[config.mk]
export PLATFORM = sky130hd
export DESIGN_NAME = md_div_iter_flat
export DESIGN_NICKNAME = d
export VERILOG_FILES = /design/src/rtl/md_div_iter_if.sv /design/src/rtl/md_div_iter.sv /design/src/flat_wrapper.sv
export SDC_FILE = /design/constraint.sdc
export NUM_CORES = 1
export LEC_CHECK = 0
export ABC_AREA = 1
export CORE_MARGIN = 1
export CORE_UTILIZATION = 54
export CTS_BUF_LIST = sky130_fd_sc_hd__clkbuf_8
export DETAILED_ROUTE_END_ITERATION = 8
export PLACE_DENSITY = 0.84
export SLEW_MARGIN = 20
export SYNTH_ARGS = -nofsm -noshare
export SYNTH_HDL_FRONTEND = slang
export SYNTH_SLANG_ARGS = --single-unit
[constraint.sdc]
create_clock -name clk -period 22.8 [get_ports clk]
set_clock_uncertainty 0.1 [all_clocks]
set_input_delay 4.56 -clock clk [delete_from_list [all_inputs] [get_ports clk]]
set_output_delay 4.56 -clock clk [all_outputs]
set_load 0.03 [all_outputs]
[src/rtl/md_div_iter_if.sv]
// Handshake and result bus between the E-stage multiply/divide unit and the
// iterative divider core.
interface md_div_iter_if;
    logic        start;
    logic        is_signed;
    logic [31:0] dividend;
    logic [31:0] divisor;
    logic        abort;
    logic        busy;
    logic        done;
    logic [31:0] quo;
    logic [31:0] rem;
    logic [5:0]  cyc_left;

    modport master (
        output start, is_signed, dividend, divisor, abort,
        input  busy, done, quo, rem, cyc_left
    );

    modport slave (
        input  start, is_signed, dividend, divisor, abort,
        output busy, done, quo, rem, cyc_left
    );
endinterface

[src/rtl/md_div_iter.sv]
// Iterative radix-2 restoring divider for div/divu: 33-edge start-to-done
// latency, quotient to LO, remainder to HI, abortable by CP0.
module md_div_iter (
    input  logic          clk,
    input  logic          reset,
    md_div_iter_if.slave  bus
);

    typedef enum logic [1:0] {
        IDLE = 2'd0,
        ITER = 2'd1,
        FIX  = 2'd2
    } state_t;

    state_t      state_r;
    state_t      state_s;

    logic        busy_r;
    logic        done_r;
    logic [31:0] quo_r;
    logic [31:0] rem_r;
    logic [5:0]  cyc_r;

    logic [31:0] acc_r;
    logic [31:0] q_sr_r;
    logic [31:0] b_abs_r;
    logic [31:0] dvd_r;
    logic        neg_q_r;
    logic        neg_r_r;
    logic        div0_r;
    logic [4:0]  cnt_r;

    logic        accept_s;
    logic        load_s;
    logic        step_s;
    logic        fix_s;
    logic        busy_s;
    logic [5:0]  cyc_s;
    logic [31:0] a_abs_s;
    logic [31:0] b_abs_s;
    logic [32:0] t_s;

    // The done cycle is still busy, so a new start is only taken once done drops.
    assign accept_s = (state_r == IDLE) && bus.start && !bus.abort && !done_r;

    assign a_abs_s = (bus.is_signed && bus.dividend[31]) ? (32'd0 - bus.dividend) : bus.dividend;
    assign b_abs_s = (bus.is_signed && bus.divisor[31])  ? (32'd0 - bus.divisor)  : bus.divisor;
    assign t_s     = {acc_r, q_sr_r[31]} - {1'b0, b_abs_r};

    // State register.
    always_ff @(posedge clk or posedge reset) begin
        if (reset) begin
            state_r <= IDLE;
        end else begin
            state_r <= state_s;
        end
    end

    // Next-state logic.
    always_comb begin
        state_s = state_r;
        case (state_r)
            IDLE: begin
                if (accept_s) begin
                    state_s = ITER;
                end else begin
                    state_s = IDLE;
                end
            end
            ITER: begin
                if (bus.abort) begin
                    state_s = IDLE;
                end else if (cnt_r == 5'd31) begin
                    state_s = FIX;
                end else begin
                    state_s = ITER;
                end
            end
            FIX:     state_s = IDLE;
            default: state_s = IDLE;
        endcase
    end

    // Output/control decode: what the datapath does on the coming edge.
    always_comb begin
        load_s = 1'b0;
        step_s = 1'b0;
        fix_s  = 1'b0;
        busy_s = 1'b0;
        cyc_s  = 6'd0;
        case (state_r)
            IDLE: begin
                if (accept_s) begin
                    load_s = 1'b1;
                    busy_s = 1'b1;
                    cyc_s  = 6'd33;
                end else begin
                    busy_s = 1'b0;
                end
            end
            ITER: begin
                if (!bus.abort) begin
                    step_s = 1'b1;
                    busy_s = 1'b1;
                    cyc_s  = cyc_r - 6'd1;
                end else begin
                    busy_s = 1'b0;
                end
            end
            FIX: begin
                if (!bus.abort) begin
                    fix_s  = 1'b1;
                    busy_s = 1'b1;
                end else begin
                    busy_s = 1'b0;
                end
            end
            default: begin
                busy_s = 1'b0;
            end
        endcase
    end

    // Datapath and registered outputs.
    always_ff @(posedge clk or posedge reset) begin
        if (reset) begin
            busy_r  <= 1'b0;
            done_r  <= 1'b0;
            quo_r   <= 32'd0;
            rem_r   <= 32'd0;
            cyc_r   <= 6'd0;
            acc_r   <= 32'd0;
            q_sr_r  <= 32'd0;
            b_abs_r <= 32'd0;
            dvd_r   <= 32'd0;
            neg_q_r <= 1'b0;
            neg_r_r <= 1'b0;
            div0_r  <= 1'b0;
            cnt_r   <= 5'd0;
        end else begin
            busy_r <= busy_s;
            done_r <= fix_s;
            cyc_r  <= cyc_s;
            if (load_s) begin
                acc_r   <= 32'd0;
                q_sr_r  <= a_abs_s;
                b_abs_r <= b_abs_s;
                dvd_r   <= bus.dividend;
                neg_q_r <= bus.is_signed & (bus.dividend[31] ^ bus.divisor[31]);
                neg_r_r <= bus.is_signed & bus.dividend[31];
                div0_r  <= (bus.divisor == 32'd0);
                cnt_r   <= 5'd0;
            end else if (step_s) begin
                // A kept difference is below b_abs, so bit 32 is always zero and
                // the partial remainder fits in 32 bits.
                if (!t_s[32]) begin
                    acc_r <= t_s[31:0];
                end else begin
                    acc_r <= {acc_r[30:0], q_sr_r[31]};
                end
                q_sr_r <= {q_sr_r[30:0], ~t_s[32]};
                cnt_r  <= cnt_r + 5'd1;
            end else if (fix_s) begin
                if (div0_r) begin
                    quo_r <= 32'hFFFF_FFFF;
                    rem_r <= dvd_r;
                end else begin
                    quo_r <= neg_q_r ? (32'd0 - q_sr_r) : q_sr_r;
                    rem_r <= neg_r_r ? (32'd0 - acc_r)  : acc_r;
                end
            end
        end
    end

    assign bus.busy     = busy_r;
    assign bus.done     = done_r;
    assign bus.quo      = quo_r;
    assign bus.rem      = rem_r;
    assign bus.cyc_left = cyc_r;

endmodule

[src/flat_wrapper.sv]
// flat-port wrapper written by rule: the top's interface ports become plain ports
module md_div_iter_flat 
  (clk, reset, bus_start, bus_is_signed, bus_dividend, bus_divisor, bus_abort, bus_busy, bus_done, bus_quo, bus_rem, bus_cyc_left);
  md_div_iter_if bus_i ();
  input  logic clk;
  input  logic reset;
  input wire logic [$bits(bus_i.start)-1:0] bus_start;
  input wire logic [$bits(bus_i.is_signed)-1:0] bus_is_signed;
  input wire logic [$bits(bus_i.dividend)-1:0] bus_dividend;
  input wire logic [$bits(bus_i.divisor)-1:0] bus_divisor;
  input wire logic [$bits(bus_i.abort)-1:0] bus_abort;
  output wire logic [$bits(bus_i.busy)-1:0] bus_busy;
  output wire logic [$bits(bus_i.done)-1:0] bus_done;
  output wire logic [$bits(bus_i.quo)-1:0] bus_quo;
  output wire logic [$bits(bus_i.rem)-1:0] bus_rem;
  output wire logic [$bits(bus_i.cyc_left)-1:0] bus_cyc_left;
  assign bus_i.start = bus_start;
  assign bus_i.is_signed = bus_is_signed;
  assign bus_i.dividend = bus_dividend;
  assign bus_i.divisor = bus_divisor;
  assign bus_i.abort = bus_abort;
  assign bus_busy = bus_i.busy;
  assign bus_done = bus_i.done;
  assign bus_quo = bus_i.quo;
  assign bus_rem = bus_i.rem;
  assign bus_cyc_left = bus_i.cyc_left;
  md_div_iter u_core (.clk(clk), .reset(reset), .bus(bus_i));
endmodule
==> summary.md <==
| Metric | Value |
|---|---|
| Crit path max fanout | `68` |
| Final Non-Filler Cells | `2737` |
| RSZ-0062 raised after global routing | `no` |
| Max stage delay on crit path | `0.67 ns` |
| DRC Markers | `0` |
| HPWL after DPL | `36700 µm` |
| Total CTS buffers | `38` |
| Shortest period the worst path allows | `8.13 ns` |
| Number of synthesized flops with an enable pin | `0` |
| Commonest cells after routing, fill and taps aside | `nand2_1, inv_1, nand3_1, dfrtp_1, nor2_1` |
| Post-CTS Resized | `0` |
| GRT Overall Usage | `34.3%` |
| Buf+Inv Stages, Crit Path | `5` |
| Worst-Skew Late Latency | `0.56 ns` |
| Pre-antenna DRT Iters | `7` |
| Worst EP arrival | `8.47 ns` |
| Top delay family on crit path | `simple AND/OR/NAND/NOR gates` |
| Area grow syn2layout | `15.5%` |
| Yosys cell types | `52` |
| Main synth FF type | `dfrtp_1` |
| Data required, critical path | `23.13 ns` |
| Syn avg cell area | `6.61 µm²` |
| Net count after synthesis | `2365` |
| IO Count | `141` |
| Nets | `2485` |
| Tcrit/Tclk final | `35.7%` |
| Placed cells | `2673` |
| Clock transition at path regs | `0.06 ns` |
| GRT met1 Usage | `50.6%` |
| Crit. End Element | `register` |
| Status | `finished, final reports clean` |
| Leak | `0.00905 µW` |
| Count of final setup violators | `0` |
| Vias per inst | `5.72` |
| WL final | `48400 µm` |
| Post-CTS Setup Repair Bufs | `0` |
| H-tree levels | `2` |
| Root buffer cell | `clkbuf_8` |
| Pwr dens | `69.1 nW/µm²` |
| Grt total ovfl | `0` |
| GP Congestion | `0.970` |
| CTS sink cnt | `210` |
| Num rows | `60` |
| Max Cap Viol | `0` |
| Grt met2 use | `51.9%` |
| Leading cell type in the layout, fill and taps excluded | `nand2_1` |
| Hold Fails Final Rpt | `0` |
| Setup TNS | `0 ns` |
| Initial antenna violation count | `0` |
| Layout cells sized above 1 | `5.22%` |
| First-pass GRT wire length | `76200 µm` |
| Slew @ Worst Pin | `1.04 ns` |
| Filler instances | `2519` |
| Antenna Violating Nets Remaining | `0` |
| Synth async-reset ratio | `100%` |
| Die width | `168 µm` |
| Register bit total from synthesis | `210` |
| Crit path kind | `input pin to register` |
| Initial Utilization | `55.1%` |
| VDD IR max | `56.0 µV` |
| IO buf count | `140` |
| Routed length per placed instance | `17.7 µm` |
| Slew Limit Fails | `0` |
| CTS max path bufs | `3` |
| Largest net degree at the start of global routing | `148` |
| Fmax | `0.123 GHz` |
| GRT Max-Usage Layer | `met2` |
| CP startpoint kind | `input pin` |
| Pre-CTS WS | `14.20 ns` |
| Seq/Total Area, Yosys | `35.3%` |
| Core area | `27000 µm²` |
| CTS tree | `built` |
| Cts hold-fix bufs | `0` |
| Worst path cell trace | `clkdlybuf4s50_1 -> nor2_1 -> nand3_2 -> buf_4 -> inv_2 -> nor2_8 -> nand2_4 -> nor2_4 -> inv_2 -> a21oi_1 -> o21ai_0 -> o21ai_0 -> inv_1` |
| Post-Synthesis Cells | `2252` |
| Worst setup margin | `14.67 ns` |
| Vias in the first global route | `14400` |
| Met3 usage | `5.81%` |
| Die footprint | `28200 µm²` |
| Post-synthesis cell area | `14900 µm²` |
| CP max stage cell | `nor2_4` |
| Yosys Warn Count | `0` |
| Worst slew margin | `30.5%` |
| First DRT Iteration DRCs | `1695` |
| Worst Hold Class | `register to register` |
| Die height | `168 µm` |
| Vias | `15700` |
[path summary, 6_finish.rpt]
check	start	to	slack (ns)	depth (start not counted)
max in group asynchronous	reset	u_core.b_abs_r[10]	16.77	3
setup / recovery	bus_abort	u_core.bus.quo[18]	14.67	13
hold / removal	u_core.bus.rem[21]	u_core.bus.rem[21]	0.37	2
min in group asynchronous	reset	u_core.q_sr_r[20]	4.46	2
setup reg to reg	u_core.state_r[0]	u_core.bus.quo[18]	18.55	13
hold reg to reg	u_core.bus.rem[21]	u_core.bus.rem[21]	0.37	2
[metrics by stage]
| step | total power (µW) | area, µm² | utilization [%] | hold WS [ns] |
|---|---|---|---|---|
| after floorplan | 713 | 14900 | - | 0.333 |
| after global placement | 831 | 16500 | 61.0 | 0.349 |
| after detailed placement | 840 | 16500 | 61.0 | 0.367 |
| after CTS | 1180 | 17200 | 63.6 | 0.382 |
| after global routing | 1250 | 17200 | 63.6 | 0.393 |
| final | 1190 | 17200 | 63.6 | 0.375 |
[layer usage]
metal	routed length [µm]	vias up
met1	21700	7329
met4	1030	0
li1	-	7464
met3	4700	85
met2	21000	788
met5	0	-
[final cells by class]
class                      instances  area [µm²]  share of cell area, %
sequential                       210        5260                   30.5
inverter                         346        1310                   7.62
clock buffer                      44         606                   3.52
multi-input combinational       1627        8030                   46.7
clock inverter                    19        97.6                  0.567
timing repair buffer             149        1470                   8.54
tap                              341         427                   2.48
antenna                            1        2.50                 0.0145
[where the power goes]
part | leakage, µW | switching, µW | internal [µW] | total, µW
logic | 0.00594 | 266 | 122 | 388
clock network | 0.000412 | 165 | 176 | 341
registers | 0.00269 | 37.5 | 422 | 459
total | 0.00905 | 469 | 720 | 1190
[kinds of logic (layout without fill, tap and decap cells)]
| family | Yosys count | after routing | synth area share, % |
|---|---|---|---|
| buffers and inverters | 415 | 558 | 10.8 |
| other | 0 | 1 | 0 |
| xor gates and xnor gates | 47 | 47 | 2.76 |
| and+or+nand+nor | 1190 | 1190 | 34.0 |
| DFF | 210 | 210 | 35.3 |
| adders and majority gates | 44 | 44 | 3.75 |
| AOI/OAI and AO/OA | 346 | 346 | 13.4 |
[worst reg2reg max path: stages, from the launching register on]
cell	delay, ns
dfrtp_1	0.40
inv_1	0.09
ha_1	0.21
nand3_2	0.07
buf_4	0.55
inv_2	0.18
nor2_8	0.62
nand2_4	0.57
nor2_4	0.68
inv_2	0.24
a21oi_1	0.17
o21ai_0	0.09
o21ai_0	0.08
inv_1	0.07
[synth_stat cells (all sizes together), types with 7 or more instances]
cell type  instances  area [µm²]
nor2             185         731
buf               32         174
inv              344        1290
nor3              20         105
xor2              33         289
nand3            238        1210
o21ai            161         813
a2bb2oi            7        61.3
nand2            704        2740
clkbuf            37         139
ha                43         538
o22ai             12        75.1
a21oi             93         484
nand3b             7        52.6
or2                9        56.3
dfrtp            210        5260
xnor2             14         123
o211ai            37         278
nand4             21         131
[registers in the layout, indices dropped and copies added, names as in the netlist, 2 cells and up]
signal,cells
u_core.dvd_r,32
u_core.state_r,2
u_core.bus.cyc_left,6
u_core.b_abs_r,32
u_core.cnt_r,5
u_core.q_sr_r,32
u_core.bus.rem,32
u_core.acc_r,32
u_core.bus.quo,32
(Power assumes the default switching activity.)
